### src/rtl/axi4_lite_arbiter_2to1.sv
// ---------------------------------------------------------------------------
// axi4_lite_arbiter_2to1
//
// Two AXI4-Lite requesters (s0, s1) share one downstream AXI4-Lite port (m).
// Write and read paths have independent three-state FSMs and independent
// round-robin grant state, so a write from one requester and a read from the
// other can be in flight at the same time.
//
// Ports:
//   aclk, areset        clock and asynchronous active-high reset
//   s0_axi_*, s1_axi_*  slave-side AXI4-Lite channels (AW, W, B, AR, R)
//   m_axi_*             master-side AXI4-Lite channels to the register block
//
// Payloads are muxed combinationally from the granted requester. Downstream
// responses (bresp, rdata, rresp) are broadcast; only the granted requester
// sees the matching bvalid/rvalid.
// ---------------------------------------------------------------------------
module axi4_lite_arbiter_2to1 #(
    parameter int unsigned AXI_ALEN = 64,
    parameter int unsigned AXI_DLEN = 64,
    parameter int unsigned AXI_SLEN = AXI_DLEN / 8
) (
    input  logic                aclk,
    input  logic                areset,

    // Requester 0
    input  logic [AXI_ALEN-1:0] s0_axi_awaddr_i,
    input  logic [2:0]          s0_axi_awprot_i,
    input  logic                s0_axi_awvalid_i,
    output logic                s0_axi_awready_o,
    input  logic [AXI_DLEN-1:0] s0_axi_wdata_i,
    input  logic [AXI_SLEN-1:0] s0_axi_wstrb_i,
    input  logic                s0_axi_wvalid_i,
    output logic                s0_axi_wready_o,
    output logic [1:0]          s0_axi_bresp_o,
    output logic                s0_axi_bvalid_o,
    input  logic                s0_axi_bready_i,
    input  logic [AXI_ALEN-1:0] s0_axi_araddr_i,
    input  logic [2:0]          s0_axi_arprot_i,
    input  logic                s0_axi_arvalid_i,
    output logic                s0_axi_arready_o,
    output logic [AXI_DLEN-1:0] s0_axi_rdata_o,
    output logic [1:0]          s0_axi_rresp_o,
    output logic                s0_axi_rvalid_o,
    input  logic                s0_axi_rready_i,

    // Requester 1
    input  logic [AXI_ALEN-1:0] s1_axi_awaddr_i,
    input  logic [2:0]          s1_axi_awprot_i,
    input  logic                s1_axi_awvalid_i,
    output logic                s1_axi_awready_o,
    input  logic [AXI_DLEN-1:0] s1_axi_wdata_i,
    input  logic [AXI_SLEN-1:0] s1_axi_wstrb_i,
    input  logic                s1_axi_wvalid_i,
    output logic                s1_axi_wready_o,
    output logic [1:0]          s1_axi_bresp_o,
    output logic                s1_axi_bvalid_o,
    input  logic                s1_axi_bready_i,
    input  logic [AXI_ALEN-1:0] s1_axi_araddr_i,
    input  logic [2:0]          s1_axi_arprot_i,
    input  logic                s1_axi_arvalid_i,
    output logic                s1_axi_arready_o,
    output logic [AXI_DLEN-1:0] s1_axi_rdata_o,
    output logic [1:0]          s1_axi_rresp_o,
    output logic                s1_axi_rvalid_o,
    input  logic                s1_axi_rready_i,

    // Shared downstream port
    output logic [AXI_ALEN-1:0] m_axi_awaddr_o,
    output logic [2:0]          m_axi_awprot_o,
    output logic                m_axi_awvalid_o,
    input  logic                m_axi_awready_i,
    output logic [AXI_DLEN-1:0] m_axi_wdata_o,
    output logic [AXI_SLEN-1:0] m_axi_wstrb_o,
    output logic                m_axi_wvalid_o,
    input  logic                m_axi_wready_i,
    input  logic [1:0]          m_axi_bresp_i,
    input  logic                m_axi_bvalid_i,
    output logic                m_axi_bready_o,
    output logic [AXI_ALEN-1:0] m_axi_araddr_o,
    output logic [2:0]          m_axi_arprot_o,
    output logic                m_axi_arvalid_o,
    input  logic                m_axi_arready_i,
    input  logic [AXI_DLEN-1:0] m_axi_rdata_i,
    input  logic [1:0]          m_axi_rresp_i,
    input  logic                m_axi_rvalid_i,
    output logic                m_axi_rready_o
);

    typedef enum logic [1:0] {WIdle, WAddr, WResp} wstate_e;
    typedef enum logic [1:0] {RIdle, RAddr, RData} rstate_e;

    wstate_e wstate_q;
    rstate_e rstate_q;
    logic    wgnt_q, wlast_q, aw_done_q, w_done_q;
    logic    rgnt_q, rlast_q;

    // Round-robin pick: a lone requester wins; under contention the index
    // that did not complete last wins.
    function automatic logic pick(input logic req0, input logic req1, input logic last);
        if (req0 && req1) begin
            return ~last;
        end
        return req1;
    endfunction

    logic w_addr, w_resp, r_addr, r_data;
    logic g_awvalid, g_wvalid, g_bready, g_arvalid, g_rready;
    logic aw_hs, w_hs, b_hs, ar_hs, r_hs;
    logic aw_rdy, w_rdy, b_vld, ar_rdy, r_vld;

    assign w_addr = (wstate_q == WAddr);
    assign w_resp = (wstate_q == WResp);
    assign r_addr = (rstate_q == RAddr);
    assign r_data = (rstate_q == RData);

    assign g_awvalid = wgnt_q ? s1_axi_awvalid_i : s0_axi_awvalid_i;
    assign g_wvalid  = wgnt_q ? s1_axi_wvalid_i  : s0_axi_wvalid_i;
    assign g_bready  = wgnt_q ? s1_axi_bready_i  : s0_axi_bready_i;
    assign g_arvalid = rgnt_q ? s1_axi_arvalid_i : s0_axi_arvalid_i;
    assign g_rready  = rgnt_q ? s1_axi_rready_i  : s0_axi_rready_i;

    // Payload muxes
    assign m_axi_awaddr_o = wgnt_q ? s1_axi_awaddr_i : s0_axi_awaddr_i;
    assign m_axi_awprot_o = wgnt_q ? s1_axi_awprot_i : s0_axi_awprot_i;
    assign m_axi_wdata_o  = wgnt_q ? s1_axi_wdata_i  : s0_axi_wdata_i;
    assign m_axi_wstrb_o  = wgnt_q ? s1_axi_wstrb_i  : s0_axi_wstrb_i;
    assign m_axi_araddr_o = rgnt_q ? s1_axi_araddr_i : s0_axi_araddr_i;
    assign m_axi_arprot_o = rgnt_q ? s1_axi_arprot_i : s0_axi_arprot_i;

    // Downstream valids/readies exist only in the owning state; done flags
    // stop a channel from being presented twice while the other catches up.
    assign m_axi_awvalid_o = w_addr & g_awvalid & ~aw_done_q;
    assign m_axi_wvalid_o  = w_addr & g_wvalid & ~w_done_q;
    assign m_axi_bready_o  = w_resp & g_bready;
    assign m_axi_arvalid_o = r_addr & g_arvalid;
    assign m_axi_rready_o  = r_data & g_rready;

    assign aw_hs = m_axi_awvalid_o & m_axi_awready_i;
    assign w_hs  = m_axi_wvalid_o & m_axi_wready_i;
    assign b_hs  = m_axi_bready_o & m_axi_bvalid_i;
    assign ar_hs = m_axi_arvalid_o & m_axi_arready_i;
    assign r_hs  = m_axi_rready_o & m_axi_rvalid_i;

    // Upstream readies depend on state only, never on the requester's own
    // valid, so IDLE carries no valid-to-ready path.
    assign aw_rdy = w_addr & m_axi_awready_i & ~aw_done_q;
    assign w_rdy  = w_addr & m_axi_wready_i & ~w_done_q;
    assign b_vld  = w_resp & m_axi_bvalid_i;
    assign ar_rdy = r_addr & m_axi_arready_i;
    assign r_vld  = r_data & m_axi_rvalid_i;

    assign s0_axi_awready_o = aw_rdy & ~wgnt_q;
    assign s1_axi_awready_o = aw_rdy & wgnt_q;
    assign s0_axi_wready_o  = w_rdy & ~wgnt_q;
    assign s1_axi_wready_o  = w_rdy & wgnt_q;
    assign s0_axi_bvalid_o  = b_vld & ~wgnt_q;
    assign s1_axi_bvalid_o  = b_vld & wgnt_q;
    assign s0_axi_arready_o = ar_rdy & ~rgnt_q;
    assign s1_axi_arready_o = ar_rdy & rgnt_q;
    assign s0_axi_rvalid_o  = r_vld & ~rgnt_q;
    assign s1_axi_rvalid_o  = r_vld & rgnt_q;

    assign s0_axi_bresp_o = m_axi_bresp_i;
    assign s1_axi_bresp_o = m_axi_bresp_i;
    assign s0_axi_rdata_o = m_axi_rdata_i;
    assign s1_axi_rdata_o = m_axi_rdata_i;
    assign s0_axi_rresp_o = m_axi_rresp_i;
    assign s1_axi_rresp_o = m_axi_rresp_i;

    always_ff @(posedge aclk or posedge areset) begin
        if (areset) begin
            wstate_q  <= WIdle;
            wgnt_q    <= 1'b0;
            wlast_q   <= 1'b1;  // s0 wins the first contention
            aw_done_q <= 1'b0;
            w_done_q  <= 1'b0;
            rstate_q  <= RIdle;
            rgnt_q    <= 1'b0;
            rlast_q   <= 1'b1;
        end else begin
            unique case (wstate_q)
                WIdle: begin
                    if (s0_axi_awvalid_i || s1_axi_awvalid_i) begin
                        wgnt_q   <= pick(s0_axi_awvalid_i, s1_axi_awvalid_i, wlast_q);
                        wstate_q <= WAddr;
                    end
                end
                WAddr: begin
                    if ((aw_done_q || aw_hs) && (w_done_q || w_hs)) begin
                        aw_done_q <= 1'b0;
                        w_done_q  <= 1'b0;
                        wstate_q  <= WResp;
                    end else begin
                        aw_done_q <= aw_done_q | aw_hs;
                        w_done_q  <= w_done_q | w_hs;
                    end
                end
                WResp: begin
                    if (b_hs) begin
                        wlast_q  <= wgnt_q;
                        wstate_q <= WIdle;
                    end
                end
                default: wstate_q <= WIdle;
            endcase

            unique case (rstate_q)
                RIdle: begin
                    if (s0_axi_arvalid_i || s1_axi_arvalid_i) begin
                        rgnt_q   <= pick(s0_axi_arvalid_i, s1_axi_arvalid_i, rlast_q);
                        rstate_q <= RAddr;
                    end
                end
                RAddr: begin
                    if (ar_hs) begin
                        rstate_q <= RData;
                    end
                end
                RData: begin
                    if (r_hs) begin
                        rlast_q  <= rgnt_q;
                        rstate_q <= RIdle;
                    end
                end
                default: rstate_q <= RIdle;
            endcase
        end
    end

endmodule

### config.mk
export PLATFORM = sky130hd
export DESIGN_NAME = axi4_lite_arbiter_2to1
export DESIGN_NICKNAME = d
export VERILOG_FILES = /design/src/rtl/axi4_lite_arbiter_2to1.sv
export SDC_FILE = /design/constraint.sdc
export NUM_CORES = 1
export LEC_CHECK = 0
export CAP_MARGIN = 0
export CORE_AREA = 2 2 334 336
export DETAILED_ROUTE_END_ITERATION = 10
export DIE_AREA = 0 0 336 338
export PLACE_DENSITY = 0.32
export SETUP_SLACK_MARGIN = 0.5
export SYNTH_ARGS = -nofsm -noshare
export SYNTH_HDL_FRONTEND = slang
export SYNTH_SLANG_ARGS = --single-unit
### constraint.sdc
create_clock -name aclk -period 2.41 [get_ports aclk]
set_input_delay 0.3615 -clock aclk [delete_from_list [all_inputs] [get_ports aclk]]
set_output_delay 0.3615 -clock aclk [all_outputs]
set_load 0.02 [all_outputs]
# After elaboration in Yosys (flattened, before gate mapping)
# Cells that the tools add are included.
# Widths: inputs -> output; s select.
dict set report op_classes {
  addsub 0
  n_mul 0
  div 0
  n_lt_le_gt_ge 0
  n_eq_ne 10
  shifts 0
  muxes 31
  bitwise_logic 37
  n_reduce_logical 15
}
# cell count
set ops {}
lappend ops {{$mux 64} 3}
lappend ops {{$and 1x1->1} 29}
lappend ops {{$mux 1} 17}
lappend ops {{$mux 2} 6}
lappend ops {{$pmux 2 s3} 2}
lappend ops {{$mux 8} 1}
lappend ops {{$ne 2x1->1 const B} 4}
lappend ops {{$reduce_and 2->1} 4}
lappend ops {{$mux 3} 2}
lappend ops {{$not 1->1} 6}
lappend ops {{$reduce_and 3->1} 2}
lappend ops {{$eq 2x1->1 const B} 2}
lappend ops {{$eq 2x2->1 const B} 2}
lappend ops {{$logic_not 2->1} 2}
lappend ops {{$logic_or 1x1->1} 4}
lappend ops {{$ne 2x2->1 const B} 2}
lappend ops {{$logic_and 1x1->1} 3}
lappend ops {{$or 1x1->1} 2}
dict set report word_totals {
  reg_bits 10
  latchBits 0
  ramBits 0
  rom_bits 0
  input_bits 497
  output_inout_bits 357
  memories 0
}

# Depth between registers and ports, before layout
dict set report depth {
  ltp_word 8
  mapped_depth 5
  depth_no_buf 3
}

# Worst setup path before layout
# No wires, ideal clock.
dict set report synth_path {
  kind {reg2out}
  start {reg rgnt_q}
  end {out s0_axi_arready_o}
  arrival_time_ps 1418
  required_ps 2049
  slack_ps 631
  path_stages_with_launch 4
  path_cell_list {dfrtp_1 buf_2 buf_2 nor4bb_1}
}
dict set report synth_between {
  elab_chain_len 2
}
# item line_no
set synth_lines {}
lappend synth_lines {{start, declared} 96} ;# logic rgnt_q, rlast_q;
lappend synth_lines {{start signal, assigned} 211} ;# rgnt_q <= pick(s0_axi_arvalid_i, s1_axi_arvalid_i, rlast_q);
lappend synth_lines {{$not 1->1} 159} ;# assign s0_axi_arready_o = ar_rdy & ~rgnt_q;
lappend synth_lines {{$and 1x1->1} 159}
lappend synth_lines {{end, declared} 41} ;# output logic s0_axi_arready_o,
# Every way passes these cells.

# Worst setup path in the final report
dict set report layout_path {
  start {reg wgnt_q}
  end {out m_axi_wdata_o[43]}
}
dict set report layout_between {
  elab_chain_len 1
}
# item line_no
set layout_lines {}
lappend layout_lines {{start, declared} 95} ;# logic wgnt_q, wlast_q, aw_done_q, w_done_q;
lappend layout_lines {{start signal, assigned} 185} ;# wgnt_q <= pick(s0_axi_awvalid_i, s1_axi_awvalid_i, wlast_q);
lappend layout_lines {{$mux 64} 126} ;# assign m_axi_wdata_o = wgnt_q ? s1_axi_wdata_i : s0_axi_wdata_i;
lappend layout_lines {{end, declared} 73} ;# output logic [AXI_DLEN-1:0] m_axi_wdata_o,
# Every way passes these cells.

==> metrics.txt <==
# TYPE chip_impl_metric gauge
chip_impl_info{name="grt_setup_unrepaired",value="true"} 1
chip_impl_metric{name="ys_ff_latch",unit=""} 10
chip_impl_metric{name="net_count_of_the_mapped_netlist",unit=""} 934
chip_impl_metric{name="clk-insertion-delay-late",unit="ns"} 0.23
chip_impl_metric{name="placed_cells_incl_taps",unit=""} 2432
chip_impl_metric{name="grt.overflow.total",unit=""} 0
chip_impl_metric{name="dr_total_vias",unit=""} 5845
chip_impl_metric{name="ys_types",unit=""} 30
chip_impl_metric{name="tritoncts_num_sinks",unit=""} 10
chip_impl_info{name="end_kind",value="primary output"} 1
chip_impl_metric{name="synth_area",unit="µm²"} 4130
chip_impl_metric{name="flow.area_growth_from_synthesis",unit="%"} 222
chip_impl_metric{name="synth_enable_flop_cells",unit=""} 0
chip_impl_metric{name="drt_drc_violations_left",unit=""} 0
chip_impl_info{name="timing.critical_path.from_type",value="flip-flop"} 1
chip_impl_metric{name="io_pins",unit=""} 854
chip_impl_metric{name="initial_core_util",unit="%"} 3.75
chip_impl_info{name="setup.worst_path.start",value="wgnt_q"} 1
chip_impl_metric{name="cp_required",unit="ns"} 2.05
chip_impl_metric{name="first_global_vias",unit=""} 6403
chip_impl_info{name="synth_area_leader_cell",value="sky130_fd_sc_hd__mux2_2"} 1
chip_impl_metric{name="tightest_slew",unit="ns"} 0.371
chip_impl_metric{name="portBuffers",unit=""} 649
chip_impl_metric{name="floorplan_die_width",unit="µm"} 336
chip_impl_metric{name="drive_above_1_share",unit="%"} 50.2
chip_impl_metric{name="clk_pin_slew",unit="ns"} 0.04
chip_impl_metric{name="post_route_worst_hold_slack",unit="ns"} 0.426
chip_impl_metric{name="routedWlPerCell",unit="µm"} 22.2
chip_impl_info{name="synthTopCellsByArea",value="sky130_fd_sc_hd__mux2_2 57%, sky130_fd_sc_hd__buf_4 25%, sky130_fd_sc_hd__dfrtp_1 4.9%"} 1
chip_impl_metric{name="slew_viol_final",unit=""} 0
chip_impl_metric{name="die-area",unit="µm²"} 114000
chip_impl_metric{name="number_of_antenna_violating_nets_in_the_routed_design",unit=""} 0
chip_impl_metric{name="cp_max_fo",unit=""} 8
chip_impl_metric{name="fin_skew",unit="ns"} 0.000484
chip_impl_metric{name="clk_path_buf_depth",unit=""} 2
chip_impl_info{name="timing.hold.worst.class",value="in2async"} 1
chip_impl_metric{name="arrival",unit="ns"} 1.76
chip_impl_metric{name="design.final.nets",unit=""} 1503
chip_impl_metric{name="dr.pass1.iters",unit=""} 4
chip_impl_info{name="ys_top_cells_by_count",value="208 x sky130_fd_sc_hd__mux2_2, 136 x sky130_fd_sc_hd__buf_4, 24 x sky130_fd_sc_hd__buf_2, 8 x sky130_fd_sc_hd__dfrtp_1, 8 x sky130_fd_sc_hd__nor2_1"} 1
chip_impl_metric{name="power.total",unit="mW"} 11.7
chip_impl_metric{name="synth.avg_cell_area",unit="µm²"} 9.44
chip_impl_metric{name="grt_max_degree",unit=""} 25
chip_impl_metric{name="floorplan.rows",unit=""} 122
chip_impl_metric{name="floorplan.die.height",unit="µm"} 338
chip_impl_metric{name="drt_iter0_markers",unit=""} 173
chip_impl_info{name="cts_tree",value="done"} 1
chip_impl_metric{name="cts_hold_buf",unit=""} 0
chip_impl_metric{name="ys_seq_area_share",unit="%"} 6.12
chip_impl_metric{name="synth-async-reset-ratio",unit="%"} 100
chip_impl_metric{name="power.static_leakage",unit="nW"} 5.41
chip_impl_metric{name="power.density",unit="nW/µm²"} 881
chip_impl_metric{name="yosys_warning_total",unit=""} 0
chip_impl_metric{name="finalSetupViolCount",unit=""} 0
chip_impl_info{name="r2r-start",value="wgnt_q"} 1
chip_impl_metric{name="post-synth-top-area-fraction",unit="%"} 56.8
chip_impl_metric{name="max_cap_violations",unit=""} 0
chip_impl_metric{name="routed_wl",unit="µm"} 55600
chip_impl_metric{name="hold_viol",unit=""} 0
chip_impl_metric{name="slew_headroom",unit="%"} 74.6
chip_impl_metric{name="fmax",unit="MHz"} 472
chip_impl_metric{name="h-tree-depth",unit=""} 1
chip_impl_metric{name="fin_tns_setup",unit="ns"} 0
chip_impl_metric{name="fin_crit_sh",unit="%"} 87.9
chip_impl_metric{name="placeableCoreArea",unit="µm²"} 110000
chip_impl_metric{name="postSynthCellCount",unit=""} 437
chip_impl_metric{name="worst_ir_drop_on_vdd",unit="µV"} 345
chip_impl_metric{name="dp_wirelength",unit="µm"} 49200
chip_impl_metric{name="layout_min_cycle_time",unit="ns"} 2.12
chip_impl_metric{name="worst-r2r-cell-count",unit=""} 4
chip_impl_info{name="outcome",value="finished clean"} 1
chip_impl_metric{name="number_of_cells_in_the_finished_layout_apart_from_fillers",unit=""} 2500
chip_impl_metric{name="track_usage",unit="%"} 9.11
chip_impl_metric{name="global_route_wire_length_before_repair",unit="µm"} 66900
chip_impl_info{name="yosys.cell_count.top_type",value="sky130_fd_sc_hd__mux2_2"} 1
chip_impl_info{name="dominantRegCellSynth",value="sky130_fd_sc_hd__dfrtp_1"} 1
chip_impl_metric{name="routabilityCongestion",unit=""} 0.837
chip_impl_metric{name="grt_antenna_before_repair",unit=""} 35
chip_impl_metric{name="routed_via_density",unit=""} 2.34
chip_impl_info{name="criticalPathCategory",value="reg2out"} 1
chip_impl_info{name="cts_root_buf",value="sky130_fd_sc_hd__clkbuf_16"} 1
chip_impl_metric{name="numCtsBuffers",unit=""} 3
routing by layer:
layer | share of wire [%] | track usage [%]
met5 | 0.28 | 0
met1 | 36 | 9.63
met3 | 17 | 6.88
met2 | 46 | 15.0
met4 | 1.0 | 0.553
per-stage QoR:
stage               setup slack, ns  instance area [µm²]  util (%)
floorplan                     0.631                 4130         -
global placement             -0.331                11500      10.4
detailed placement           -0.318                11500      10.4
CTS                           0.226                12200      11.1
global route                  0.235                13300      12.1
finish                        0.291                13300      12.1
worst max-delay path, cell delays in order, from the launching register on:
cell                      delay, ns
sky130_fd_sc_hd__dfrtp_4       0.55
sky130_fd_sc_hd__buf_6         0.17
sky130_fd_sc_hd__buf_16        0.16
sky130_fd_sc_hd__buf_12        0.15
sky130_fd_sc_hd__mux2_4        0.33
sky130_fd_sc_hd__buf_6         0.15
area by class of cell:
cell class	count	area, µm²
Sequential cell	10	260
Antenna cell	7	17.5
Inverter	3	11.3
Timing Repair Buffer	725	7870
Fill cell	12600	96800
Tap cell	1488	1860
Multi-Input combinational cell	263	3180
Clock buffer	4	88.8
power by group:
group,internal (mW),leakage [nW],switching (mW)
Sequential,0.256,0.113,0.145
Clock,0.249,0.0442,0.0752
Combinational,6.26,5.25,4.73
cell families after synthesis:
kind of cell           after synthesis  synth area share (%)
DFF                                 10                  6.12
muxes                              212                  58.0
AOI/OAI and AO/OA                   15                  2.82
buffers and inverters              164                  28.2
and+or+nand+nor                     36                  4.88
registers in the layout (all words and copies together) (netlist names):
signal and flops:
wlast_q 1, rgnt_q 1, wgnt_q 1, aw_done_q 1, rlast_q 1, w_done_q 1, wstate_q 2, rstate_q 2
layout by cell type, fill, tap and decap left out, types with 4 or more instances in the layout:
| cell | n |
|---|---|
| sky130_fd_sc_hd__mux2_4 | 120 |
| sky130_fd_sc_hd__buf_12 | 17 |
| sky130_fd_sc_hd__clkdlybuf4s50_1 | 427 |
| sky130_fd_sc_hd__buf_4 | 28 |
| sky130_fd_sc_hd__dlymetal6s2s_1 | 19 |
| sky130_fd_sc_hd__clkbuf_2 | 9 |
| sky130_fd_sc_hd__and3_1 | 4 |
| sky130_fd_sc_hd__diode_2 | 7 |
| sky130_fd_sc_hd__buf_2 | 17 |
| sky130_fd_sc_hd__mux2_2 | 90 |
| sky130_fd_sc_hd__clkbuf_16 | 8 |
| sky130_fd_sc_hd__nor2_1 | 8 |
| sky130_fd_sc_hd__dfrtp_1 | 4 |
| sky130_fd_sc_hd__buf_6 | 175 |
| sky130_fd_sc_hd__buf_8 | 12 |
| sky130_fd_sc_hd__buf_16 | 14 |
| sky130_fd_sc_hd__nand2_1 | 7 |
final timing paths:
path	to	slack, ns
setup / recovery	m_axi_wdata_o[43]	0.29
hold / removal	wgnt_q	0.43
setup reg to reg	wstate_q[0]	0.76
hold reg to reg	rlast_q	0.50
max in group asynchronous	rlast_q	1.66
min in group aclk	rlast_q	0.50
timing repair:
action,in CTS,in global routing
cloned,12,6
resized for setup,812,438
setup endpoints to repair,216,218
buffers inserted,18,21
No activity file was read; power rests on OpenSTA's default activity.
